===== src/rtl/msx_cas_pkg.sv =====
// Shared types and default timing constants for the MSX cassette FSK player.
package msx_cas_pkg;

   typedef enum logic [2:0] {IDLE, LEADER, START, DATA, STOP} cas_state_t;

   typedef enum logic [1:0] {
      NONE  = 2'b00,
      SHORT = 2'b01,
      LONG  = 2'b10
   } cas_leader_t;

   localparam int CAS_HALF_0 = 1491;
   localparam int CAS_HALF_1 = 746;

   typedef struct packed {
      logic [7:0] data;
      logic [1:0] leader;
   } cas_req_t;

endpackage


===== src/rtl/cas_tone_gen.sv =====
// Half-period tick counter and square-wave level for the FSK player.
module cas_tone_gen (
   input  logic        clk21m,
   input  logic        reset_n,
   input  logic        tick,
   input  logic        run,
   input  logic        active,
   input  logic        start,
   input  logic [10:0] half_len,
   output logic        level,
   output logic        half_done
);

   logic [10:0] cnt;
   logic        last;

   assign last      = cnt == (half_len - 11'd1);
   assign half_done = tick & run & active & last;

   // start wins over !active so the first half begins at level 1 out of IDLE
   always_ff @(posedge clk21m) begin
      if (!reset_n) begin
         cnt   <= '0;
         level <= 1'b0;
      end else if (start) begin
         cnt   <= '0;
         level <= 1'b1;
      end else if (!active) begin
         cnt   <= '0;
         level <= 1'b0;
      end else if (tick & run) begin
         if (last) begin
            cnt   <= '0;
            level <= ~level;
         end else begin
            cnt <= cnt + 11'd1;
         end
      end
   end

endmodule


===== src/rtl/cas_fsk_player.sv =====
// MSX 1200-baud cassette FSK transmitter with optional 2400 Hz leader.
// Define CAS_TURBO_EN to add the 'turbo' port (halved half-periods, 2400 baud).
module cas_fsk_player
   import msx_cas_pkg::*;
#(
   parameter int HALF_0       = CAS_HALF_0,
   parameter int HALF_1       = CAS_HALF_1,
   parameter int LONG_LEADER  = 16000,
   parameter int SHORT_LEADER = 4000
) (
   input  logic       clk21m,
   input  logic       reset_n,
   input  logic       ce_3m58_p,
   input  logic       cas_motor,
   input  logic       byte_valid,
   input  logic [7:0] byte_data,
   input  logic [1:0] byte_leader,
`ifdef CAS_TURBO_EN
   input  logic       turbo,
`endif
   output logic       byte_ready,
   output logic       cas_audio_out,
   output logic       busy
);

   localparam logic [10:0] H0      = 11'(HALF_0);
   localparam logic [10:0] H1      = 11'(HALF_1);
   localparam logic [15:0] LONG_H  = 16'(2 * LONG_LEADER);
   localparam logic [15:0] SHORT_H = 16'(2 * SHORT_LEADER);

   cas_state_t  state, state_nxt;
   logic [15:0] half_cnt, half_cnt_nxt;
   logic [3:0]  bit_idx, bit_idx_nxt;
   cas_req_t    req_q;
   logic        accept, half_done, tone_lvl, cur_bit, seg_last;
   logic [10:0] base_len, half_len;
   logic [15:0] seg_halves;
`ifdef CAS_TURBO_EN
   logic        turbo_q;
`endif

   assign byte_ready    = (state == IDLE) & cas_motor;
   assign accept        = byte_valid & byte_ready;
   assign busy          = state != IDLE;
   assign cas_audio_out = tone_lvl & busy & cas_motor;

   always_comb begin
      cur_bit = 1'b1;
      case (state)
         START:   cur_bit = 1'b0;
         DATA:    cur_bit = req_q.data[bit_idx[2:0]];
         default: cur_bit = 1'b1;
      endcase
   end

   always_comb begin
      base_len   = (state == LEADER || cur_bit) ? H1 : H0;
      seg_halves = cur_bit ? 16'd4 : 16'd2;
      if (state == LEADER)
         seg_halves = req_q.leader[1] ? LONG_H : SHORT_H;
`ifdef CAS_TURBO_EN
      half_len = turbo_q ? (base_len >> 1) : base_len;
`else
      half_len = base_len;
`endif
   end

   assign seg_last = half_cnt == (seg_halves - 16'd1);

   always_comb begin
      state_nxt    = state;
      half_cnt_nxt = half_cnt;
      bit_idx_nxt  = bit_idx;
      case (state)
         IDLE: begin
            if (accept) begin
               state_nxt    = (cas_leader_t'(byte_leader) != NONE) ? LEADER : START;
               half_cnt_nxt = '0;
               bit_idx_nxt  = '0;
            end
         end
         default: begin
            if (half_done) begin
               if (!seg_last) begin
                  half_cnt_nxt = half_cnt + 16'd1;
               end else begin
                  half_cnt_nxt = '0;
                  case (state)
                     LEADER: state_nxt = START;
                     START: begin
                        state_nxt   = DATA;
                        bit_idx_nxt = '0;
                     end
                     DATA: begin
                        if (bit_idx == 4'd7) begin
                           state_nxt   = STOP;
                           bit_idx_nxt = '0;
                        end else begin
                           bit_idx_nxt = bit_idx + 4'd1;
                        end
                     end
                     STOP: begin
                        if (bit_idx == 4'd1) begin
                           state_nxt   = IDLE;
                           bit_idx_nxt = '0;
                        end else begin
                           bit_idx_nxt = bit_idx + 4'd1;
                        end
                     end
                     default: state_nxt = IDLE;
                  endcase
               end
            end
         end
      endcase
   end

   always_ff @(posedge clk21m) begin
      if (!reset_n) begin
         state    <= IDLE;
         half_cnt <= '0;
         bit_idx  <= '0;
      end else begin
         state    <= state_nxt;
         half_cnt <= half_cnt_nxt;
         bit_idx  <= bit_idx_nxt;
      end
   end

   always_ff @(posedge clk21m) begin
      if (!reset_n) begin
         req_q <= '0;
      end else if (accept) begin
         req_q <= '{data: byte_data, leader: byte_leader};
      end
   end

`ifdef CAS_TURBO_EN
   always_ff @(posedge clk21m) begin
      if (!reset_n)
         turbo_q <= 1'b0;
      else if (accept)
         turbo_q <= turbo;
   end
`endif

   // motor gates the tick so a pause freezes the count without losing a tick
   cas_tone_gen u_tone (
      .clk21m    (clk21m),
      .reset_n   (reset_n),
      .tick      (ce_3m58_p),
      .run       (cas_motor),
      .active    (busy),
      .start     (accept),
      .half_len  (half_len),
      .level     (tone_lvl),
      .half_done (half_done)
   );

endmodule


===== config.mk =====
export PLATFORM = sky130hd
export DESIGN_NAME = cas_fsk_player
export DESIGN_NICKNAME = d
export VERILOG_FILES = /design/src/rtl/msx_cas_pkg.sv /design/src/rtl/cas_tone_gen.sv /design/src/rtl/cas_fsk_player.sv
export SDC_FILE = /design/constraint.sdc
export NUM_CORES = 1
export LEC_CHECK = 0
export ABC_AREA = 1
export CORE_ASPECT_RATIO = 0.8
export CORE_MARGIN = 8
export CORE_UTILIZATION = 43
export CTS_CLUSTER_DIAMETER = 100
export CTS_CLUSTER_SIZE = 28
export DETAILED_ROUTE_END_ITERATION = 10
export PLACE_DENSITY = 0.7
export SYNTH_ARGS = -nofsm -noshare
export SYNTH_HDL_FRONTEND = slang
export SYNTH_SLANG_ARGS = --single-unit

===== constraint.sdc =====
create_clock -name clk21m -period 2.3 [get_ports clk21m]
set_input_delay 0.46 -clock clk21m [delete_from_list [all_inputs] [get_ports clk21m]]
set_output_delay 0.46 -clock clk21m [all_outputs]
set_load 0.02 [all_outputs]

==> flow_summary_export.csv <==
group,metric,value,unit
logic_synthesis,synth.avg_cell_area,6.67,um^2
clocking,cts-resized-gates,1,
grt,grt_pass1_vias,2222,
route,route.detailed.drc,0,
clocking,clock-sinks,44,
timing,hold_ws,0.466,ns
logic_synthesis,synth_area,0.00248,mm^2
route,routed_via_density,4.88,
logic_synthesis,async_flop_share,0,%
worst_setup_path,cp-end-kind,"output pin",
clocking,cts_root_buf,"clkbuf_8",
floorplanning,die_x,101,um
grt,antenna_found_initial,0,
floorplanning,core_area,0.00553,mm^2
worst_setup_path,worstPathMaxFanout,5,
route,totalWireLength,5.23,mm
layout,drive_above_1_share,10.3,%
logic_synthesis,ys_seq_elements,44,
logic_synthesis,yosysWarnings,0,
grt,grt_pass1_wl,9.76,mm
power,vdd_drop_max,0.306,mV
clocking,ctsHoldBuffers,0,
grt,grt_usage,13.8,%
logic_synthesis,synth_cell_types,30,
clocking,h-tree-depth,2,
grt,grt_max_degree,24,
run,maxCapViolCount,0,
timing,fin_worst_skew,0.0113,ns
logic_synthesis,seq_area_frac_synth,35.5,%
logic_synthesis,synth_enable_flop_cells,0,
floorplanning,die_y,84.0,um
clocking,clk_pin_slew,0.08,ns
placed_design,gp_congestion,0.873,
placed_design,hpwlAfterDp,4.00,mm
power,p_per_area,707,mW/mm^2
timing,max_freq,464,MHz
worst_setup_path,cp.arrival,1.69,ns
layout,area_growth,16.0,%
logic_synthesis,syn_inst,372,
clocking,cts_inserted_buffers,5,
floorplanning,rows,24,
logic_synthesis,ys.flop_type,"dfxtp_1",
timing,worst_pin_slew,0.633,ns
placed_design,port_buffers,17,
route,first_pass_iters,4,
power,p_leak,1.18,nW
worst_setup_path,cp-start-kind,"flip-flop",
floorplanning,pin_count,18,
clocking,cts_setup_buffers,0,
timing,slew_viol_final,0,
timing,finalSetupViolCount,0,
route,drtIter0Drc,89,
timing,hold_viol,0,
worst_setup_path,cp.required,1.84,ns
timing,slew_headroom,57.4,%
timing,grt_setup_unrepaired,"false",
layout,diodes,0,
route,vias,2323,
clocking,cts_tree,"done",
floorplanning,initial_core_util,44.9,%
timing,tns,0,ns
route,routedWlPerCell,11.0,um
status,outcome,"completed",
clocking,cts_max_path_buffers,2,
timing,fin_crit,2.15,ns
logic_synthesis,syn_nets,391,
route,ant_nets,0,
hold_path,hold_class,"flip-flop to flip-flop",
timing,period_share,93.6,%
layout,num-nets-final,416,
floorplanning,die_area,0.00848,mm^2
worst_setup_path,critical_path_class,"flip-flop to output pin",
clocking,clk_latency,0.31,ns
grt,grt_remaining_overflow,0,
## Yosys cell counts (2+ instances only)
| cell type | n | area (um^2) |
|---|---|---|
| nor2_1 | 62 | 233 |
| inv_1 | 36 | 135 |
| clkbuf_1 | 4 | 15.0 |
| nand2_1 | 84 | 315 |
| o21ai_0 | 9 | 45.0 |
| o21ai_1 | 4 | 20.0 |
| nand3_1 | 34 | 170 |
| nand4_1 | 14 | 87.6 |
| inv_2 | 7 | 26.3 |
| a21oi_1 | 20 | 100 |
| and3_1 | 2 | 12.5 |
| nand3_2 | 4 | 40.0 |
| nor3b_1 | 4 | 30.0 |
| dfxtp_1 | 44 | 881 |
| buf_6 | 3 | 33.8 |
| nand2_4 | 2 | 22.5 |
| xor2_1 | 14 | 123 |
| ha_1 | 4 | 50.1 |
| nor3_2 | 4 | 40.0 |
| nor3_1 | 7 | 35.0 |
## layout make-up
class / count / area (um^2)
Fill cell: 570 / 2650
Tap cell: 78 / 97.6
Clock buffer: 6 / 82.6
Multi-Input combinational cell: 275 / 1380
Inverter: 43 / 161
Clock inverter: 2 / 13.8
Sequential cell: 44 / 881
Timing Repair Buffer: 28 / 267
## registers in the layout (all words and copies together) (netlist names)
signal	count
bit_idx	4
state	3
req_q	9
u_tone.cnt	11
half_cnt	16
u_tone.level	1
## cell families after synthesis
family / synth area share [%]
buffers and inverters: 9.12
AOI/OAI and AO/OA: 7.26
xor gates and xnor gates: 4.94
DFF: 35.5
and+or+nand+nor: 41.2
adders and majority gates: 2.02
## cell usage in the layout (no fill, tap or decap), types with 6 or more instances in the layout
cell type,netlist,layout
a21oi_1,20,20
buf_4,1,10
clkbuf_8,0,6
clkdlybuf4s50_1,0,15
dfxtp_1,44,44
inv_1,36,36
inv_2,7,7
nand2_1,84,84
nand3_1,34,34
nand4_1,14,14
nor2_1,62,61
nor3_1,7,7
o21ai_0,9,9
xor2_1,14,14
## where the power goes
group,total [mW],internal [mW],switching [mW]
clock,0.524,0.246,0.278
sequential,0.875,0.815,0.0593
combinational,0.639,0.242,0.397
total,2.04,1.30,0.734
## worst max-delay path, cell delays in order, from the launching register on
cell	delay (ns)
dfxtp_1	0.34
nor2_1	0.19
inv_2	0.07
nor2_4	0.15
inv_2	0.10
clkdlybuf4s50_1	0.54
## routing by layer
layer	vias to the layer above	track usage, %	wire length, um
met4	0	5.67	85
met1	1031	18.2	2720
met2	39	21.2	2250
li1	1245	-	-
met5	-	0	0
met3	8	2.75	170
## through the flow
step / utilization, % / power (mW) / std cells / area, um^2 / setup WS, ns
floorplan: - / 1.35 / 372 / 2480 / 0.541
global placement: 50.3 / 1.53 / 468 / 2780 / 0.00737
detailed placement: 50.3 / 1.53 / 468 / 2780 / 0.0161
CTS: 52.0 / 2.05 / 476 / 2880 / 0.0317
global route: 52.1 / 2.19 / 476 / 2880 / 0.0403
finish: 52.1 / 2.04 / 476 / 2880 / 0.147
## final timing paths
path	depth (start not counted)	slack, ns	from	to
max	5	0.15	state[1]$_SDFFE_PN0P_	busy
min	2	0.47	req_q[7]$_SDFFE_PN0P_	req_q[7]$_SDFFE_PN0P_
min reg2reg	2	0.47	req_q[7]$_SDFFE_PN0P_	req_q[7]$_SDFFE_PN0P_
max reg2reg	14	0.28	state[1]$_SDFFE_PN0P_	half_cnt[12]$_SDFFE_PN0P_
Note: power is estimated with default switching activity, not from simulation.
